## config.mk

```make
export PLATFORM = sky130hd
export DESIGN_NAME = adder_tree_arbiter
export DESIGN_NICKNAME = d
export VERILOG_FILES = /design/src/rtl/adder_tree_arbiter.sv
export SDC_FILE = /design/constraint.sdc
export NUM_CORES = 1
export LEC_CHECK = 0
export CAP_MARGIN = 40
export CORE_AREA = 2 2 262 264
export CTS_CLUSTER_SIZE = 25
export DETAILED_ROUTE_END_ITERATION = 8
export DIE_AREA = 0 0 264 266
export PLACE_DENSITY_LB_ADDON = 0.25
export SLEW_MARGIN = 20
export SYNTH_ARGS = -nofsm -noshare
export SYNTH_HDL_FRONTEND = slang
export SYNTH_SLANG_ARGS = --single-unit
```

## constraint.sdc

```tcl
create_clock -name clk -period 7.4 [get_ports clk]
set_input_delay 1.48 -clock clk [delete_from_list [all_inputs] [get_ports clk]]
set_output_delay 1.48 -clock clk [all_outputs]
set_load 0.1 [all_outputs]
```

## src/rtl/adder_tree_arbiter.sv

```systemverilog
// Round-robin front end that shares one pipelined adder tree among NUM_REQ requesters.
// Grants one vector per cycle, tags it with the requester index, and routes each returned sum to its owner.
module adder_tree_arbiter #(
    parameter int unsigned NUM_REQ    = 4,
    parameter int unsigned NUM_INPUTS = 16,
    parameter int unsigned DWIDTH     = 8
) (
    input  logic                                 clk,
    input  logic                                 rst,
    input  logic                                 i_en,
    input  logic [NUM_REQ-1:0]                   i_req_valid,
    output logic [NUM_REQ-1:0]                   o_req_ready,
    input  logic [NUM_REQ*NUM_INPUTS*DWIDTH-1:0] i_req_vector,
    output logic [NUM_INPUTS*DWIDTH-1:0]         o_tree_vector,
    output logic                                 o_tree_valid,
    input  logic [DWIDTH-1:0]                    i_tree_sum,
    input  logic                                 i_tree_sum_valid,
    output logic [DWIDTH-1:0]                    o_rsp_sum,
    output logic [NUM_REQ-1:0]                   o_rsp_valid,
    output logic                                 o_busy,
    output logic                                 o_err
);

    localparam int unsigned NUM_STAGES = $clog2(NUM_INPUTS);
    localparam int unsigned IW         = (NUM_REQ > 1) ? $clog2(NUM_REQ) : 1;
    localparam int unsigned VW         = NUM_INPUTS * DWIDTH;
    // Entry 0 is loaded alongside the issue register; the rest track the tree stages.
    localparam int unsigned TAG_DEPTH  = NUM_STAGES + 1;

    typedef struct packed {
        logic          valid;
        logic [IW-1:0] idx;
    } tag_t;

    logic [IW-1:0] r_last;
    tag_t          r_tag [TAG_DEPTH];

    logic          w_found;
    logic [IW-1:0] w_grant_idx;
    logic [IW-1:0] w_cand;
    logic          w_hs;
    logic          w_tag_any;
    tag_t          w_head;

    // Round-robin search starting just after the last winner.
    always_comb begin
        w_found     = 1'b0;
        w_grant_idx = '0;
        w_cand      = '0;
        for (int unsigned off = 1; off <= NUM_REQ; off++) begin
            w_cand = IW'((32'(r_last) + off) % NUM_REQ);
            if (!w_found && i_req_valid[w_cand]) begin
                w_found     = 1'b1;
                w_grant_idx = w_cand;
            end
        end
    end

    assign o_req_ready = (i_en && w_found) ? (NUM_REQ'(1) << w_grant_idx) : '0;
    assign w_hs        = |(i_req_valid & o_req_ready);

    always_ff @(posedge clk or posedge rst) begin
        if (rst) begin
            r_last <= IW'(NUM_REQ - 1);
        end else if (w_hs) begin
            r_last <= w_grant_idx;
        end
    end

    // Issue register: the tree input holds its last vector when idle.
    always_ff @(posedge clk or posedge rst) begin
        if (rst) begin
            o_tree_vector <= '0;
            o_tree_valid  <= 1'b0;
        end else begin
            o_tree_valid <= w_hs;
            if (w_hs) begin
                o_tree_vector <= i_req_vector[32'(w_grant_idx)*VW +: VW];
            end
        end
    end

    always_ff @(posedge clk or posedge rst) begin
        if (rst) begin
            for (int i = 0; i < int'(TAG_DEPTH); i++) begin
                r_tag[i] <= '0;
            end
        end else begin
            r_tag[0] <= '{valid: w_hs, idx: w_grant_idx};
            for (int i = 1; i < int'(TAG_DEPTH); i++) begin
                r_tag[i] <= r_tag[i-1];
            end
        end
    end

    assign w_head = r_tag[TAG_DEPTH-1];

    // A sum is only accepted when it lines up with a valid tag; any disagreement is sticky.
    always_ff @(posedge clk or posedge rst) begin
        if (rst) begin
            o_rsp_sum   <= '0;
            o_rsp_valid <= '0;
            o_err       <= 1'b0;
        end else begin
            if (w_head.valid && i_tree_sum_valid) begin
                o_rsp_sum   <= i_tree_sum;
                o_rsp_valid <= NUM_REQ'(1) << w_head.idx;
            end else begin
                o_rsp_valid <= '0;
            end
            if (w_head.valid != i_tree_sum_valid) begin
                o_err <= 1'b1;
            end
        end
    end

    always_comb begin
        w_tag_any = 1'b0;
        for (int i = 0; i < int'(TAG_DEPTH); i++) begin
            w_tag_any = w_tag_any | r_tag[i].valid;
        end
    end

    assign o_busy = o_tree_valid | w_tag_any | (|o_rsp_valid);

endmodule
```

==> impl_metrics.ini, run 1 <==
[status]
outcome = finished clean

[cells_and_area]
final_util = 0.3178
final_area_mm2 = 0.02153
drive_above_1_share = 0.2034
area.growth.synth_to_final_pct = 117.9
fin_cells = 2463
fin_nets = 2094

[clocking]
cts-root-buf = clkbuf_16
cts_buffers = 17
htree_levels = 4
ctsHoldBuffers = 0
clock_path_buffers = 2
cts.clk_slew.worst_paths_ns = 0.07
post_cts_buffers = 0
worstSkewPairLatency_ns = 0.47
cts_resized = 0
cts_tree = done
clock_sinks = 158

[run]
cap_violations = 0

[synth]
synth_edf_count = 0
yosysWarnings = 0
syn_area_mm2 = 0.009882
syn_area_per_cell_um2 = 12.56
async_reset_ff_frac = 1.000
synth_area_leader_cell = dfrtp_1
synth_flop_cell = dfrtp_1
syn_nets = 1316
synth_top_cell_area_share = 0.3950
synth.distinct_cells = 35
ys_top_cells_by_area = dfrtp_1, mux2i_1, o221ai_2, nand2_1, buf_12
ys_ff_latch = 158
ys_seq_area_frac = 0.4004
synth_cells = 787

[route]
dr_total_vias = 9468
ant_nets = 0
routed_wl_um = 44650
drt_iter0_drc = 355
routed_via_density = 3.844
wire_per_inst_um = 18.13
first_pass_iters = 6
drc = 0

[worst_setup_path]
r2r_start = r_last[0]
cp.arrival_ns = 3.99
crit_path_end_kind = output port
r2r_setup_slack_ns = 4.40
crit_fanout = 45
start_kind = input pin
r2r-end = o_tree_vector[74]
crit_required_ns = 5.92
r2r_cells = 7
path_class = in2out

[floorplanning]
die-area_mm2 = 0.07022
coreArea_mm2 = 0.06775
die_x_um = 264
num_rows = 96
die_y_um = 266
io_pins = 675
initial_core_util = 0.1459

[placement]
globalplace.congestion = 0.8104
dpl_cell_area_mm2 = 0.02079
dp.cells = 2426
place_ws_ns = 1.903
portBuffers = 674
place_hpwl_um = 34870

[global_route]
grt_antenna_before_repair = 4
grt_pass1_wl_um = 66170
overflow = 0
first_global_vias = 10610
grt_max_degree = 124
grt_usage = 0.1261

[timing]
layout_min_cycle_time_ns = 5.470
setup_viol = 0
tightest_slew_ns = 1.137
period_share = 0.7392
setup_slack_ns = 1.930
setup_tns_ns = 0
report.final.slew_viol_count = 0
grt_setup_unrepaired = false
slew_headroom = 0.2420
skew_ns = 0.005479
clock.fmax_mhz = 182.8
hold_viol = 0

[power_and_ir_drop]
powerDensity_mw_per_mm2 = 316.1
leakagePower_nw = 8.810
irDropWorstVdd_uv = 186.0

[worst_hold_path]
hold_end = r_tag[4]
min_path_cells = 0
worstHoldStart = r_tag[7]
hold_path_class = reg2reg
report_power, final:
group / internal, mW / switching (mW) / total [mW]
Clock: 0.644 / 0.422 / 1.07
Sequential: 1.09 / 0.133 / 1.22
Combinational: 2.01 / 2.51 / 4.52
layout make-up:
class | count | area, µm²
clock buffers | 19 | 442.9
well taps | 882 | 1104
diodes | 3 | 7.507
clock inverters | 13 | 235.2
fillers | 6761 | 46210
flip-flops and latches | 158 | 3956
multi-input cells | 552 | 5166
repair buffers | 831 | 10590
inverters | 5 | 26.28
layout by cell type (no fill, tap or decap), types with 2 or more instances in the layout:
| cell type | count |
|---|---|
| a21oi_1 | 2 |
| buf_12 | 2 |
| buf_16 | 124 |
| buf_4 | 13 |
| buf_8 | 23 |
| bufinv_16 | 6 |
| clkbuf_16 | 17 |
| clkdlybuf4s50_1 | 669 |
| clkinv_4 | 2 |
| clkinvlp_4 | 2 |
| dfrtp_1 | 156 |
| dfstp_2 | 2 |
| diode_2 | 3 |
| inv_1 | 2 |
| inv_2 | 2 |
| inv_6 | 2 |
| mux2_2 | 8 |
| mux2i_1 | 256 |
| nand2_1 | 130 |
| nand2b_1 | 3 |
| nor2_1 | 7 |
| o21ai_0 | 2 |
| o221ai_1 | 19 |
| o221ai_2 | 109 |
critical path: stages:
cell and delay (ns):
clkdlybuf4s50_1 0.47, or2_4 0.31, o31ai_4 0.48, inv_2 0.17
nand2_4 0.56, nor2_1 0.19, buf_4 0.29
cell usage after synthesis, types with 2 or more instances:
master	n
nor2_1	7
mux2_2	8
dfstp_2	2
inv_2	2
nand2b_1	4
buf_1	3
clkbuf_1	15
a21oi_1	2
inv_1	3
bufbuf_8	6
nand2_1	131
mux2i_1	256
o221ai_2	109
o21ai_0	2
buf_4	6
o221ai_1	19
dfrtp_1	156
buf_2	19
buf_12	21
kinds of logic after synthesis:
logic type,share of synthesized area
buf+inv,0.07951
flops,0.4004
simple gates,0.06040
mux,0.2684
compound gates,0.1900
fa+ha+maj,0.001266
worst max-delay path by stage:
stage                   startpoint        endpoint  slack (ns)  cells after the start
floorplan                      rst           o_err        1.66                      1
finish              i_req_valid[3]  o_req_ready[3]        1.93                      7
global route        i_req_valid[3]  o_req_ready[3]        1.77                      7
CTS                 i_req_valid[3]  o_req_ready[3]        1.91                      7
detailed placement  i_req_valid[3]  o_req_ready[3]        1.90                      7
global placement    i_req_valid[3]  o_req_ready[3]        1.99                      7
per-stage QoR:
stage / total power [mW] / hold WS, ns
floorplan: 3.685 / 0.3312
global placement: 4.541 / 0.3415
detailed placement: 5.778 / 0.3363
CTS: 6.897 / 0.3532
global route: 7.078 / 0.3601
finish: 6.806 / 0.3512
registers in the layout, indices dropped and copies added (netlist names):
register	count
o_rsp_sum	8
o_tree_vector	128
o_err	1
r_last	2
o_rsp_valid	4
r_tag	15
layer usage:
layer  GRT usage  vias to the layer above  part of all wire
met1      0.1416                     4496              0.39
met3     0.03641                       34             0.061
li1            -                     4575                 -
met4     0.03701                        0             0.016
met2      0.2302                      363              0.53
met5           0                        -                 0
Note: power is estimated with default switching activity, not from simulation.
==> run 2, diff against run 1 <==
==> constraint.sdc (replaced) <==
create_clock -name clk -period 5.6 [get_ports clk]
set_input_delay 1.12 -clock clk [delete_from_list [all_inputs] [get_ports clk]]
set_output_delay 1.12 -clock clk [all_outputs]
set_load 0.1 [all_outputs]
==> run 2 against run 1 <==
Routed wire length rose by 1.7%. Die area unchanged. Core utilization shrank 0.083 points. Cell area is 0.26% lower. Critical endpoint unchanged. Critical path depth is the same. Clock-buffer cell count is the same. Total power rose by 29%. First-iteration DRC count is 28% lower. Largest power group unchanged. Global-route usage increased by 0.15 points.
==> impl_metrics.ini, run 2 (same netlist as run 1, synthesis figures left out) <==
[status]
outcome = finished clean

[clocking]
post_cts_buffers = 0
cts.clk_slew.worst_paths_ns = 0.07
htree_levels = 4
ctsHoldBuffers = 0
clock_path_buffers = 2
cts_buffers = 17
cts_tree = done
cts_resized = 0
clock_sinks = 158
cts-root-buf = clkbuf_16
worstSkewPairLatency_ns = 0.47

[power_and_ir_drop]
total_power_mw = 8.800
irDropWorstVdd_uv = 238.2
leakagePower_nw = 8.785
powerDensity_mw_per_mm2 = 409.8

[route]
first_pass_iters = 4
routed_wl_um = 45420
routed_via_density = 3.911
ant_nets = 0
wire_per_inst_um = 18.44
drc = 0
drt_iter0_drc = 255
dr_total_vias = 9632

[timing]
skew_ns = 0.009398
slew_headroom = 0.1691
tightest_slew_ns = 1.246
clock.fmax_mhz = 239.8
setup_tns_ns = 0
layout_min_cycle_time_ns = 4.170
hold_viol = 0
report.final.slew_viol_count = 0
setup_viol = 0
period_share = 0.7446
grt_setup_unrepaired = false
holdWs_ns = 0.3500

[worst_hold_path]
hold_path_class = reg2reg

[global_route]
overflow = 0
grt_antenna_before_repair = 0
grt_max_degree = 130
grt_usage = 0.1276
first_global_vias = 10720
grt_pass1_wl_um = 67480

[placement]
globalplace.congestion = 0.7996
place_hpwl_um = 35420
portBuffers = 674
dp.cells = 2429

[cells_and_area]
area.growth.synth_to_final_pct = 117.3
final_util = 0.3170
largest_reg_flops = 128
antenna_cells = 0
reg.largest.list = o_tree_vector: 128 flops, r_tag: 15 flops, o_rsp_sum: 8 flops
final_common_cell = clkdlybuf4s50_1
final_cell_mix = clkdlybuf4s50_1, mux2i_1, dfrtp_1, nand2_1, buf_16
fin_nets = 2097
fill_cells = 6757
largest-register = o_tree_vector
drive_above_1_share = 0.2049
fin_cells = 2463

[worst_setup_path]
crit_fanout = 17
crit_chain = clkdlybuf4s50_1 -> nand2b_1 -> o21a_1 -> a21oi_1 -> nand2_4 -> nor2_1 -> buf_12
path_class = in2out
max_stage_delay_ns = 0.53
start_kind = input pin
crit_path_end_kind = output port
cp_slowest_cell = clkdlybuf4s50_1
cp.arrival_ns = 3.05
crit_required_ns = 4.48

[floorplanning]
num_rows = 96
die_x_um = 264
die_y_um = 266
die-area_mm2 = 0.07022
initial_core_util = 0.1459
coreArea_mm2 = 0.06775
io_pins = 675

[run]
cap_violations = 0
## run 2: cell types whose count changed in the layout (fill, tap and decap cells not counted), sizes merged
cell    delta
buf        +3
bufinv     -4
clkinv     +4
diode      -3
## run 2: power breakdown
group          switching (mW)  leakage (nW)  internal [mW]
Clock                   0.552         0.283          0.669
Sequential              0.177          1.93           1.44
Combinational            3.32          6.58           2.65
## run 2: final timing paths
check,start,end,slack [ns],cells past startpoint
max,i_req_valid[3],o_req_ready[3],1.43,7
min,r_tag[7],r_tag[4],0.35,0
max reg2reg,r_last[0],o_tree_vector[61],2.55,6
min reg2reg,r_tag[7],r_tag[4],0.35,0
max in group asynchronous,rst,o_tree_vector[88],3.50,3
min in group asynchronous,rst,o_tree_vector[84],1.10,2
## run 2: worst max-delay path, delay by kind of cell
kind | cells | cell delay [ns]
simple gates | 3 | 0.67
buf+inv | 2 | 0.76
compound gates | 2 | 0.48
## run 2: layer usage
layer,GRT usage,part of all wire
met1,0.1482,0.40
met2,0.2315,0.53
met3,0.03198,0.054
met4,0.03517,0.015
met5,0,0
## run 2: final cells by class
class	instances	area [µm²]	share of cell area
repair buffers	834	10640	0.4955
multi-input cells	552	5166	0.2406
flip-flops and latches	158	3956	0.1842
well taps	882	1104	0.05139
clock buffers	19	442.9	0.02063
clock inverters	13	138.9	0.006467
inverters	5	26.28	0.001224
## run 2: per-stage QoR
stage | area, µm² | worst slack, ns
2_1_floorplan | 9882 | 0.2201
3_3_place_gp | 17170 | 1.454
3_5_place_dp | 20840 | 1.415
4_1_cts | 21420 | 1.412
5_1_grt | 21470 | 1.236
6_report | 21470 | 1.430
==> run 3, diff against run 2 <==
==> constraint.sdc (replaced) <==
create_clock -name clk -period 4.3 [get_ports clk]
set_input_delay 0.86 -clock clk [delete_from_list [all_inputs] [get_ports clk]]
set_output_delay 0.86 -clock clk [all_outputs]
set_load 0.1 [all_outputs]
==> run 3 against run 2 <==
Via count is 0.17% higher. First-iteration DRC count is 10% higher. Hold slack gained 0.0082 ns. Cell area about the same. Critical path depth stayed put. Sequential share of layout area about the same. Sequential power rose by 30%. Routed wire length is 1.3% higher. Critical endpoint unchanged. Highest routed layer is now met5.
==> impl_metrics.ini, run 3 (same netlist as run 1, synthesis figures left out) <==
[worst_setup_path]
crit_required_ns = 3.44
r2r_cells = 6
crit_path_end = o_req_ready[3]
startpoint = i_req_valid[3]
r2r_setup_slack_ns = 1.71
r2r_start = r_last[0]
cp.arrival_ns = 2.85
crit_path_end_kind = output port
crit_fanout = 4
r2r-end = o_tree_vector[71]
path_class = in2out
start_kind = input pin

[route]
wire_per_inst_um = 18.62
first_pass_iters = 4
dr_total_vias = 9648
drt_iter0_drc = 281
routed_via_density = 3.904
ant_nets = 0
drc = 0
routed_wl_um = 46020

[global_route]
grt_pass1_wl_um = 68280
first_global_vias = 10790
grt_usage = 0.1299
overflow = 0
grt_antenna_before_repair = 4
grt_max_degree = 131

[cells_and_area]
final_util = 0.3172
fin_nets = 2104
area.growth.synth_to_final_pct = 117.4
largest_reg_flops = 128
fin_cells = 2471
reg.largest.list = o_tree_vector: 128 flops, r_tag: 15 flops, o_rsp_sum: 8 flops
final_common_cell = clkdlybuf4s50_1
largest-register = o_tree_vector
final_cell_mix = clkdlybuf4s50_1, mux2i_1, dfrtp_1, nand2_1, buf_16
drive_above_1_share = 0.2072

[placement]
place_hpwl_um = 35040
globalplace.congestion = 0.8113
dp.cells = 2438
place_ws_ns = 0.4913
portBuffers = 674

[clocking]
clock_path_buffers = 2
clock_sinks = 158
cts_tree = done
cts_buffers = 17
htree_levels = 4
worstSkewPairLatency_ns = 0.47
cts_resized = 0
ctsHoldBuffers = 0
cts-root-buf = clkbuf_16
cts.clk_slew.worst_paths_ns = 0.07
post_cts_buffers = 0

[timing]
layout_min_cycle_time_ns = 3.714
grt_setup_unrepaired = false
setup_tns_ns = 0
skew_ns = 0.01380
clock.fmax_mhz = 269.2
report.final.slew_viol_count = 0
period_share = 0.8638
tightest_slew_ns = 1.002
hold_viol = 0
setup_viol = 0
setup_slack_ns = 0.5857
slew_headroom = 0.3320

[power_and_ir_drop]
irDropWorstVdd_uv = 339.2
leakagePower_nw = 8.795
power.internal_mw = 6.281
power.switching_mw = 5.297
pwr-share-clk = 0.150
powerDensity_mw_per_mm2 = 538.8
combPwrFrac = 0.669
power_frac_seq = 0.181
switching_share = 0.4575

[floorplanning]
die-area_mm2 = 0.07022
die_y_um = 266
coreArea_mm2 = 0.06775
initial_core_util = 0.1459
die_x_um = 264
io_pins = 675
num_rows = 96

[run]
cap_violations = 0

[worst_hold_path]
hold_path_class = reg2reg

[status]
outcome = finished clean
[run 3: changes by cell type in the layout (fill, tap and decap cells not counted), sizes merged]
cell / delta
buf: +6
bufinv: +2
clkdlybuf4s50: +1
clkinv: -7
clkinvlp: +1
diode: +1
inv: +4
[run 3: through the flow]
stage               instance area (µm²)  power (mW)  hold slack, ns
global route                      21490       12.05          0.3666
detailed placement                20850       9.928          0.3426
floorplan                          9886       6.341          0.3312
CTS                               21490       11.78          0.3573
global placement                  17320       7.888          0.3390
finish                            21490       11.58          0.3582
[run 3: worst max-delay path: stages]
cell and delay, ns:
clkdlybuf4s50_1 0.54, nand2b_1 0.09, o21a_1 0.11, a21oi_1 0.55, nand2_4 0.20, nor2_1 0.26, buf_12 0.21
[run 3: power groups by stage]
stage	sequential (mW)	clock (mW)	combinational [mW]
3_5_place_dp	2.11	0	7.81
2_1_floorplan	4.68	0	1.66
3_3_place_gp	2.12	0	5.77
6_report	2.09	1.74	7.75
5_1_grt	2.14	1.90	8.01
4_1_cts	2.10	1.85	7.83
[run 3: per-layer routing]
| layer | vias to the layer above | share of wire | GRT usage |
|---|---|---|---|
| met5 | - | 0.00074 | 0 |
| met4 | 6 | 0.016 | 0.03701 |
| met3 | 47 | 0.053 | 0.03447 |
| met2 | 337 | 0.54 | 0.2391 |
| met1 | 4674 | 0.39 | 0.1464 |
| li1 | 4584 | - | - |
[run 3: worst min-delay path by stage]
stage / cells after the start / slack [ns] / start / to
after global placement: 0 / 0.34 / r_tag[9] / r_tag[6]
after global routing: 0 / 0.37 / r_tag[9] / r_tag[6]
after floorplan: 0 / 0.33 / r_tag[3] / r_tag[0]
final: 0 / 0.36 / r_tag[12] / r_tag[9]
after detailed placement: 0 / 0.34 / r_tag[12] / r_tag[9]
after CTS: 0 / 0.36 / r_tag[9] / r_tag[6]
[run 3: layout make-up]
cell class | instances | area [µm²]
fill | 6728 | 46260
timing repair buffer | 841 | 10600
multi-input combinational | 552 | 5166
sequential | 158 | 3956
tap | 882 | 1104
clock buffer | 19 | 432.9
clock inverter | 13 | 201.4
inverter | 5 | 22.52
antenna | 1 | 2.502
